==> src/rtl/dff_pipe.sv <==
`default_nettype none
// ============================================================================
// Module   : dff_pipe
// Purpose  : WIDTH-bit, DEPTH-stage register pipeline with valid/ready flow
//            control, per-stage bubble collapsing and a registered occupancy
//            count. With DEPTH=1 and out_ready tied high it behaves as a
//            registered D flip-flop that also carries a valid flag.
// Ports    : clk        - rising-edge clock
//            rst        - synchronous active-high reset
//            inp        - producer data           in_valid  - producer valid
//            in_ready   - pipeline accepts inp this cycle
//            outp       - data at the last stage  out_valid - outp is valid
//            out_ready  - consumer accepts outp this cycle
//            count      - number of occupied stages (0..DEPTH)
//            parity_err - parity mismatch on outp (parity build only, else 0)
// Config   : `define DFF_PIPE_PARITY_EN to store an even-parity bit per stage
//            and flag a mismatch on the output stage.
// Revision : 1.0 - initial release
// ============================================================================
module dff_pipe #(
    parameter int WIDTH = 8,
    parameter int DEPTH = 4,
    parameter int CW    = $clog2(DEPTH + 1)
) (
    input  logic             clk,
    input  logic             rst,
    input  logic [WIDTH-1:0] inp,
    input  logic             in_valid,
    output logic             in_ready,
    output logic [WIDTH-1:0] outp,
    output logic             out_valid,
    input  logic             out_ready,
    output logic [CW-1:0]    count,
    output logic             parity_err
);

    // Stage storage
    logic [WIDTH-1:0] r_data [DEPTH];
    logic [DEPTH-1:0] r_v;
    logic [CW-1:0]    r_count;

    // Advance enables: w_rdy[i] high means stage i loads from upstream this
    // edge. An empty stage always loads, which is what collapses bubbles.
    logic [DEPTH:0]   w_rdy;
    logic [DEPTH-1:0] w_up_v;
    logic [WIDTH-1:0] w_up_data [DEPTH];
    logic [DEPTH-1:0] w_v_next;
    logic [CW-1:0]    w_count_next;

    assign w_rdy[DEPTH] = out_ready;

    for (genvar i = 0; i < DEPTH; i++) begin : g_stage
        if (i == 0) begin : g_head
            assign w_up_v[i]    = in_valid;
            assign w_up_data[i] = inp;
        end else begin : g_body
            assign w_up_v[i]    = r_v[i-1];
            assign w_up_data[i] = r_data[i-1];
        end
        assign w_rdy[i]    = !r_v[i] || w_rdy[i+1];
        assign w_v_next[i] = w_rdy[i] ? w_up_v[i] : r_v[i];
    end

    always_ff @(posedge clk) begin
        if (rst) begin
            for (int i = 0; i < DEPTH; i++) begin
                r_v[i]    <= 1'b0;
                r_data[i] <= '0;
            end
        end else begin
            for (int i = 0; i < DEPTH; i++) begin
                if (w_rdy[i]) begin
                    r_v[i]    <= w_up_v[i];
                    r_data[i] <= w_up_data[i];
                end
            end
        end
    end

    // Occupancy is the popcount of the next valid vector, so count moves on
    // the same edge as the valid flags themselves.
    always_comb begin
        w_count_next = '0;
        for (int i = 0; i < DEPTH; i++) begin
            w_count_next = w_count_next + CW'(w_v_next[i]);
        end
    end

    always_ff @(posedge clk) begin
        if (rst) begin
            r_count <= '0;
        end else begin
            r_count <= w_count_next;
        end
    end

`ifdef DFF_PIPE_PARITY_EN
    // One parity bit travels alongside each data word.
    logic [DEPTH-1:0] r_p;
    logic [DEPTH-1:0] w_up_p;

    for (genvar i = 0; i < DEPTH; i++) begin : g_par
        if (i == 0) begin : g_head
            assign w_up_p[i] = ^inp;
        end else begin : g_body
            assign w_up_p[i] = r_p[i-1];
        end
    end

    always_ff @(posedge clk) begin
        if (rst) begin
            r_p <= '0;
        end else begin
            for (int i = 0; i < DEPTH; i++) begin
                if (w_rdy[i]) begin
                    r_p[i] <= w_up_p[i];
                end
            end
        end
    end

    assign parity_err = r_v[DEPTH-1] && ((^r_data[DEPTH-1]) != r_p[DEPTH-1]);
`else
    assign parity_err = 1'b0;
`endif

    assign in_ready  = w_rdy[0];
    assign outp      = r_data[DEPTH-1];
    assign out_valid = r_v[DEPTH-1];
    assign count     = r_count;

endmodule
`default_nettype wire

==> config.mk <==
export PLATFORM = sky130hd
export DESIGN_NAME = dff_pipe
export DESIGN_NICKNAME = d
export VERILOG_FILES = /design/src/rtl/dff_pipe.sv
export SDC_FILE = /design/constraint.sdc
export NUM_CORES = 1
export LEC_CHECK = 0
export CORE_MARGIN = 8
export CORE_UTILIZATION = 54
export CTS_BUF_LIST = sky130_fd_sc_hd__clkbuf_8 sky130_fd_sc_hd__clkbuf_16
export DETAILED_ROUTE_END_ITERATION = 6
export PLACE_DENSITY = 0.91
export SLEW_MARGIN = 20
export SYNTH_ARGS = -nofsm -noshare
export SYNTH_HDL_FRONTEND = slang
export SYNTH_SLANG_ARGS = --single-unit
==> constraint.sdc <==
create_clock -name clk -period 3.6 [get_ports clk]
set_clock_uncertainty 0.05 [all_clocks]
set_input_delay 0.54 -clock clk [delete_from_list [all_inputs] [get_ports clk]]
set_output_delay 0.54 -clock clk [all_outputs]
set_load 0.03 [all_outputs]
* Word level (Yosys, flattened, before mapping) *
Memory sizes are Yosys's and may differ from the RTL's.
Index checks and enable logic that the tools add are counted.
W data, S select, Z words.

word-level totals
  register bits = 7
  bits in writable memories = 32
  input bits = 12
  output and inout port bits = 14
  memories = 1

memory list
  name    depth  width  read ports  clocked after memory_dff  write ports  RTL line  text
  r_data  4      8      4           0                         4            38        logic [WIDTH-1:0] r_data [DEPTH];

cells by class
  $add $sub $neg = 3
  muxes and demuxes = 22
  bitwise operators = 4
  reduce and logical (&&, ||, !) cells = 8

operators with widths
  cell                count
  $mux W8             4
  $mux W1             18
  $logic_not A1 Y1    4
  $logic_or A1 B1 Y1  4
  $or A1 B1 Y1        4
  $add A2 B1 Y3       1
  $add A3 B1 Y3       1
  $add A1 B1 Y2       1

* Logic depth before layout (Yosys ltp) *
Gate-level depths: netlist (run 1).

  depth after elaboration = 9
  mapped depth = 8

* Worst setup path after synthesis (run 1) *
OpenSTA, ideal clock, no wires.

  kind = input to register
  start point = input out_ready
  end point = register r_count[1] (netlist: count[1])
  library setup time = 0.114 ns
  data arrival time = 2.205 ns
  path slack = 1.231 ns
  stages on the path = 8
  path buffers = 1
  path through = and4b_4 -> buf_4 -> a21oi_1 -> fa_1 -> inv_1 -> ha_1 -> ha_1 -> nor2b_1

between the ends
  longest elaborated chain between the ends = 8

ends and longest elaborated chain
  element                           RTL line  text
  start, declared                   32        input logic out_ready,
  $logic_or A1 B1 Y1 (*)            60        assign w_rdy[i] = !r_v[i] || w_rdy[i+1];
  $logic_or A1 B1 Y1 (3 in series)  60
  $mux W1                           --
  $add A1 B1 Y2                     85        w_count_next = w_count_next + CW'(w_v_next[i]);
  $add A2 B1 Y3                     85
  $add A3 B1 Y3 (*)                 85
  net w_count_next[1]               48        logic [CW-1:0] w_count_next;
  end signal, assigned              93        r_count <= w_count_next;
  end, declared                     40        logic [CW-1:0] r_count;

Mark *: on every way through the listed nets, which the timed path passes. The rest lies on a longest branch.
A chain may end at the register's enable or synchronous reset.

* Worst setup path in the final report (run 1) *
  start point = input out_ready
  end point = output in_ready

between the ends
  longest elaborated chain between the ends = 4

ends and longest elaborated chain
  element                           RTL line  text
  $logic_or A1 B1 Y1 (4 in series)  60
  end, declared                     29        output logic in_ready,

No other way between the ends.

==> metrics.cfg, run 1 <==
[sta]
whs_ns=0.5088
worst_pin_slew_ns=0.5835
min_period_ns=2.763
max_freq_ghz=0.3620
hold_viol_final=0
rsz0062_at_grt=no
setup_tns_ns=0
maxSlewViolCount=0
fin_ws_ns=0.8372
slew_headroom=0.6098
setup_viol=0
period_share=0.7674

[synthesis]
yosysWarnings=0
syn_area_per_cell_um2=14.10
ys_ff_latch=39
muxShareOfSynthArea=0
ys.flop_type=edfxtp_1
synthTopCellsByArea=edfxtp_1 (58%), nor3b_1 (11%), dfxtp_1 (8.4%)
yosys.area_share.xor_xnor=0
yosysMostFrequentCell=edfxtp_1
synth_compound_area_frac=0.04662
synthTopCellsByCount=edfxtp_1 (32), nor3b_1 (24), nand2b_1 (11)
synth_area_um2=1664
synth_cells=118
synthArstFlopShare=0
synth_cell_types=26
syn_nets=133
synth_top_family_by_area=simple AND/OR/NAND/NOR gates
yosys.area_share.simple=0.2045
yosysTopAreaCellShare=0.5774
ys_seq_area_frac=0.6617
yosys.area.top_type=edfxtp_1
synth_edf_count=32
yosys.area_share.adder=0.02707

[critical_path]
crit_start=out_ready
cp_top_family=buffers and inverters
end_kind=primary output
endpoint=in_ready
reg2reg_from=r_v[2]
worstPathArrival_ns=2.17
crit_buf_inv=2
ff2ff_path_depth=7
rr_endpoint=count[1]
worstPathCellList=clkdlybuf4s50_1, and4b_4, nand2_1, clkdlybuf4s50_1
slowest_stage=clkdlybuf4s50_1
rrSetupSlack_ns=1.30
slowest_delay_ns=0.61
crit_fanout=20
cp-start-kind=input pin
crit_top_cell=clkdlybuf4s50_1
path_class=in2out
path_depth=4
critical_path_required_ns=3.01

[min_path]
hp-class=reg2reg
hold_start=r_v[1]

[drt]
drt-pass1-iter-count=4
ant_nets=0
vias=929
drt_wl_total_mm=2.722
post_drt_wl_per_cell_um=15.64
avgViaCountPerCell=5.339
drt_iter0_markers=54
drc=0

[global_routing]
grt_pass1_vias=1001
track_usage=0.1171
grt_first_pass_wirelength_mm=4.588
grt-ovfl-total=0
grt_max_degree=21
antenna_found_initial=0

[clock_network]
clk_transition_reported_paths_ns=0.07
clockRootBuffer=clkbuf_8
cts_max_level=2
post_cts_resized=0
clock-sinks=39
clockBufferDepth=2
cts_tree=built
post_cts_buffers=0
clock_latency_ns=0.29
holdBufCountCts=0
cts_buffers=5

[placement]
gpl.final_weighted_congestion=0.7506
pre_cts_ws_ns=0.6072
port-buffer-count=24
place_hpwl_mm=1.938

[floorplanning]
die-height_um=71.51
coreArea_um2=3003
dieArea_um2=5114
io_pins=26
chipWidth_um=71.51
rows=20
initial_core_util=0.5542

[final_layout]
drive_gt1_frac=0.08511
finalNetCount=155
area_growth_pct=17.52
post-route-util=0.6513
antenna_cells=0

[pwr]
power_density_nw_per_um2=431.4
ir_drop_v=0.0002766
power.leakage_uw=0.0007489

[job]
drv_cap=0

[status]
outcome=finished clean

## logic make-up (layout without fill, tap and decap cells)
| logic type | count (synthesis) | in the layout |
|---|---|---|
| other | 1 | 1 |
| adder cells (fa/ha/maj) | 3 | 3 |
| AND/OR/NAND/NOR | 48 | 48 |
| AO/OA/AOI/OAI | 13 | 13 |
| flip-flops | 39 | 39 |
| buffers and inverters | 14 | 37 |
## state kept, by name (all words and copies together), names as in the netlist
register / cells
r_data: 32
r_v: 4
count: 3
## final cells by class
type                    instances  area [µm²]
clock buffers                   5       68.82
clock inverters                 3       11.26
fillers                       228        1047
inverters                       3       11.26
multi-input cells              65       466.7
flip-flops and latches         39        1101
well taps                      33       41.29
repair buffers                 26       255.2
## stage by stage
step / area, µm² / total power, µW / cells
floorplan: 1664 / 556.4 / 118
global placement: 1876 / 578.5 / 166
detailed placement: 1876 / 583.6 / 166
CTS: 1956 / 849.6 / 174
global route: 1956 / 873.5 / 174
finish: 1956 / 843.6 / 174
## cells in the final DEF (no fill, tap or decap)
master           netlist  layout
o21ba_2                2       2
clkbuf_8               1       5
clkinv_1               0       2
buf_4                  2       2
nand2_1                1       1
nor3b_1               24      24
clkdlybuf4s50_1        0      24
nor2b_1                3       3
inv_1                  3       4
and3b_2                1       1
or3_1                  1       1
and2b_2                1       1
conb_1                 1       1
o31ai_1                1       1
edfxtp_1              32      32
nor2_1                 2       2
or2_1                  1       1
or2b_1                 1       1
nand4b_1               1       1
dfxtp_1                7       7
and4b_4                1       1
ha_1                   2       2
nand2b_1              11      11
a21oi_1               10      10
fa_1                   1       1
## routing by layer
layer / vias to the layer above / part of all wire / global-route usage
met5: - / 0 / 0
met4: 0 / 0.016 / 0.04762
met3: 6 / 0.065 / 0.05439
met2: 26 / 0.52 / 0.2102
met1: 435 / 0.40 / 0.1129
li1: 462 / - / -
## report_power, final
part / switching (µW) / total (µW) / internal, µW / leakage, µW
Clock: 141 / 270 / 129 / 0.0000444
Combinational: 31.7 / 65.7 / 34.0 / 0.000264
Sequential: 6.35 / 508 / 501 / 0.000441
## how the worst min path moves through the flow
stage / end / slack [ns] / cells after the start
floorplan: r_v[1] / 0.42 / 2
global placement: r_v[2] / 0.45 / 1
detailed placement: r_v[2] / 0.49 / 1
CTS: r_v[2] / 0.51 / 1
global route: r_v[3] / 0.55 / 1
finish: r_v[2] / 0.51 / 1
(Power assumes the default switching activity.)
==> inputs of run 2 (changes only) <==
--- a/config.mk
+++ b/config.mk
@@ -6,10 +6,10 @@
 export NUM_CORES = 1
 export LEC_CHECK = 0
 export CORE_MARGIN = 8
-export CORE_UTILIZATION = 54
+export CORE_UTILIZATION = 52
 export CTS_BUF_LIST = sky130_fd_sc_hd__clkbuf_8 sky130_fd_sc_hd__clkbuf_16
 export DETAILED_ROUTE_END_ITERATION = 6
-export PLACE_DENSITY = 0.91
+export PLACE_DENSITY = 0.89
 export SLEW_MARGIN = 20
 export SYNTH_ARGS = -nofsm -noshare
 export SYNTH_HDL_FRONTEND = slang
==> constraint.sdc (replaced) <==
create_clock -name clk -period 2.67 [get_ports clk]
set_clock_uncertainty 0.05 [all_clocks]
set_input_delay 0.4005 -clock clk [delete_from_list [all_inputs] [get_ports clk]]
set_output_delay 0.4005 -clock clk [all_outputs]
set_load 0.03 [all_outputs]
==> run 2 against run 1 <==
Against the previous run: sequential power increased by 35%; via count down 0.22%; non-clock buffer count rose by 2; sequential cell count did not move; total power increased by 37%; setup slack got worse by 0.71 ns; routed wire length decreased by 7.2%; worst hold slack got worse by 0.0015 ns.
==> metrics.cfg, run 2 (synthesis gave the netlist of run 1 again) <==
[status]
outcome=finished clean

[critical_path]
ff2ff_path_depth=7
end_kind=primary output
reg2reg_from=r_v[3]
rr_endpoint=count[1]
crit_fanout=18
rrSetupSlack_ns=0.59
cp-start-kind=input pin
critical_path_required_ns=2.22
path_class=in2out
worstPathArrival_ns=2.09

[job]
drv_cap=0

[final_layout]
regArea_um2=1101
layoutNonFillerInstCount=187
finalNetCount=157
multi_input_area_um2=466.7
area_growth_pct=19.92
layout_commonest_cell=edfxtp_1
regMostFlops=r_data
fill_cells=258
final_cell_mix=edfxtp_1 (32), nor3b_1 (24), clkdlybuf4s50_1 (24), nand2b_1 (11), a21oi_1 (10)
largest_reg_flops=32
drive_gt1_frac=0.1119
antenna_cells=0

[sta]
maxSlewViolCount=0
hold_viol_final=0
period_share=0.9533
setup_viol=0
rsz0062_at_grt=no
setup_tns_ns=0
min_period_ns=2.545
max_freq_ghz=0.3929
whs_ns=0.5073

[drt]
vias=927
drt_iter0_markers=40
drc=0
drt_wl_total_mm=2.526
ant_nets=0
post_drt_wl_per_cell_um=13.51
drt-pass1-iter-count=3
avgViaCountPerCell=4.957

[clock_network]
cts_tree=built
cts_max_level=2
post_cts_resized=0
clk_transition_reported_paths_ns=0.07
clock-sinks=39
clockRootBuffer=clkbuf_8
clockBufferDepth=2
cts_buffers=5
clock_latency_ns=0.28
holdBufCountCts=0
post_cts_buffers=0

[min_path]
hold_depth=1
hp-class=reg2reg
hold_start=r_v[1]
min_to=r_v[2]

[placement]
place_hpwl_mm=1.903
gpl.final_weighted_congestion=0.7668
dp_cells=179
port-buffer-count=24

[pwr]
ir_drop_v=0.0003386
power.leakage_uw=0.0007678
power_density_nw_per_um2=580.5

[floorplanning]
io_pins=26
rows=20
coreArea_um2=3053
initial_core_util=0.5451
die-height_um=72.57
dieArea_um2=5266
chipWidth_um=72.57

[global_routing]
antenna_found_initial=0
grt-ovfl-total=0
grt_first_pass_wirelength_mm=4.222
grt_pass1_vias=965
grt_max_degree=31
track_usage=0.1023

run 2: cell types whose count changed in the layout (fill, tap and decap cells not counted):
cell / previous run / this run
clkinv_2: 0 / 1
clkinv_1: 2 / 0
buf_4: 2 / 4
clkbuf_8: 5 / 6
run 2: report_power, final:
group	switching (µW)	internal (µW)
clock network	182	204
registers	9.11	676
logic	41.3	46.1
total	232	926
run 2: worst max-delay path by stage:
stage	startpoint	to	slack [ns]	cells past startpoint
2_1_floorplan	r_v[3]	count[1]	0.34	8
3_3_place_gp	out_ready	count[1]	0.10	8
3_5_place_dp	out_ready	count[1]	0.03	8
4_1_cts	out_ready	in_ready	0.12	5
5_1_grt	out_ready	in_ready	0.02	5
6_report	out_ready	in_ready	0.12	5
run 2: worst max-delay path: stages:
cell,delay (ns)
clkdlybuf4s50_1,0.45
and4b_4,0.35
buf_4,0.21
nand2_1,0.07
clkdlybuf4s50_1,0.61
run 2: cell type report:
cell class | instances | area share
flip-flops and latches | 39 | 0.5517
multi-input cells | 65 | 0.2339
repair buffers | 28 | 0.1354
clock buffers | 6 | 0.04138
well taps | 44 | 0.02759
inverters | 3 | 0.005643
clock inverters | 2 | 0.004389
run 2: through the flow:
| stage | setup WS (ns) | util | total power [µW] | instance area, µm² |
|---|---|---|---|---|
| detailed placement | 0.03205 | 0.6238 | 786.9 | 1904 |
| CTS | 0.1151 | 0.6537 | 1170 | 1996 |
| global placement | 0.1045 | 0.6238 | 781.3 | 1904 |
| finish | 0.1246 | 0.6537 | 1158 | 1996 |
| global route | 0.02161 | 0.6537 | 1200 | 1996 |
| floorplan | 0.3409 | - | 750.1 | 1664 |
run 2: metal layers:
layer | GRT usage | share of wire
met5 | 0 | 0
met4 | 0.04000 | 0.011
met3 | 0.04945 | 0.079
met2 | 0.1720 | 0.49
met1 | 0.1071 | 0.42
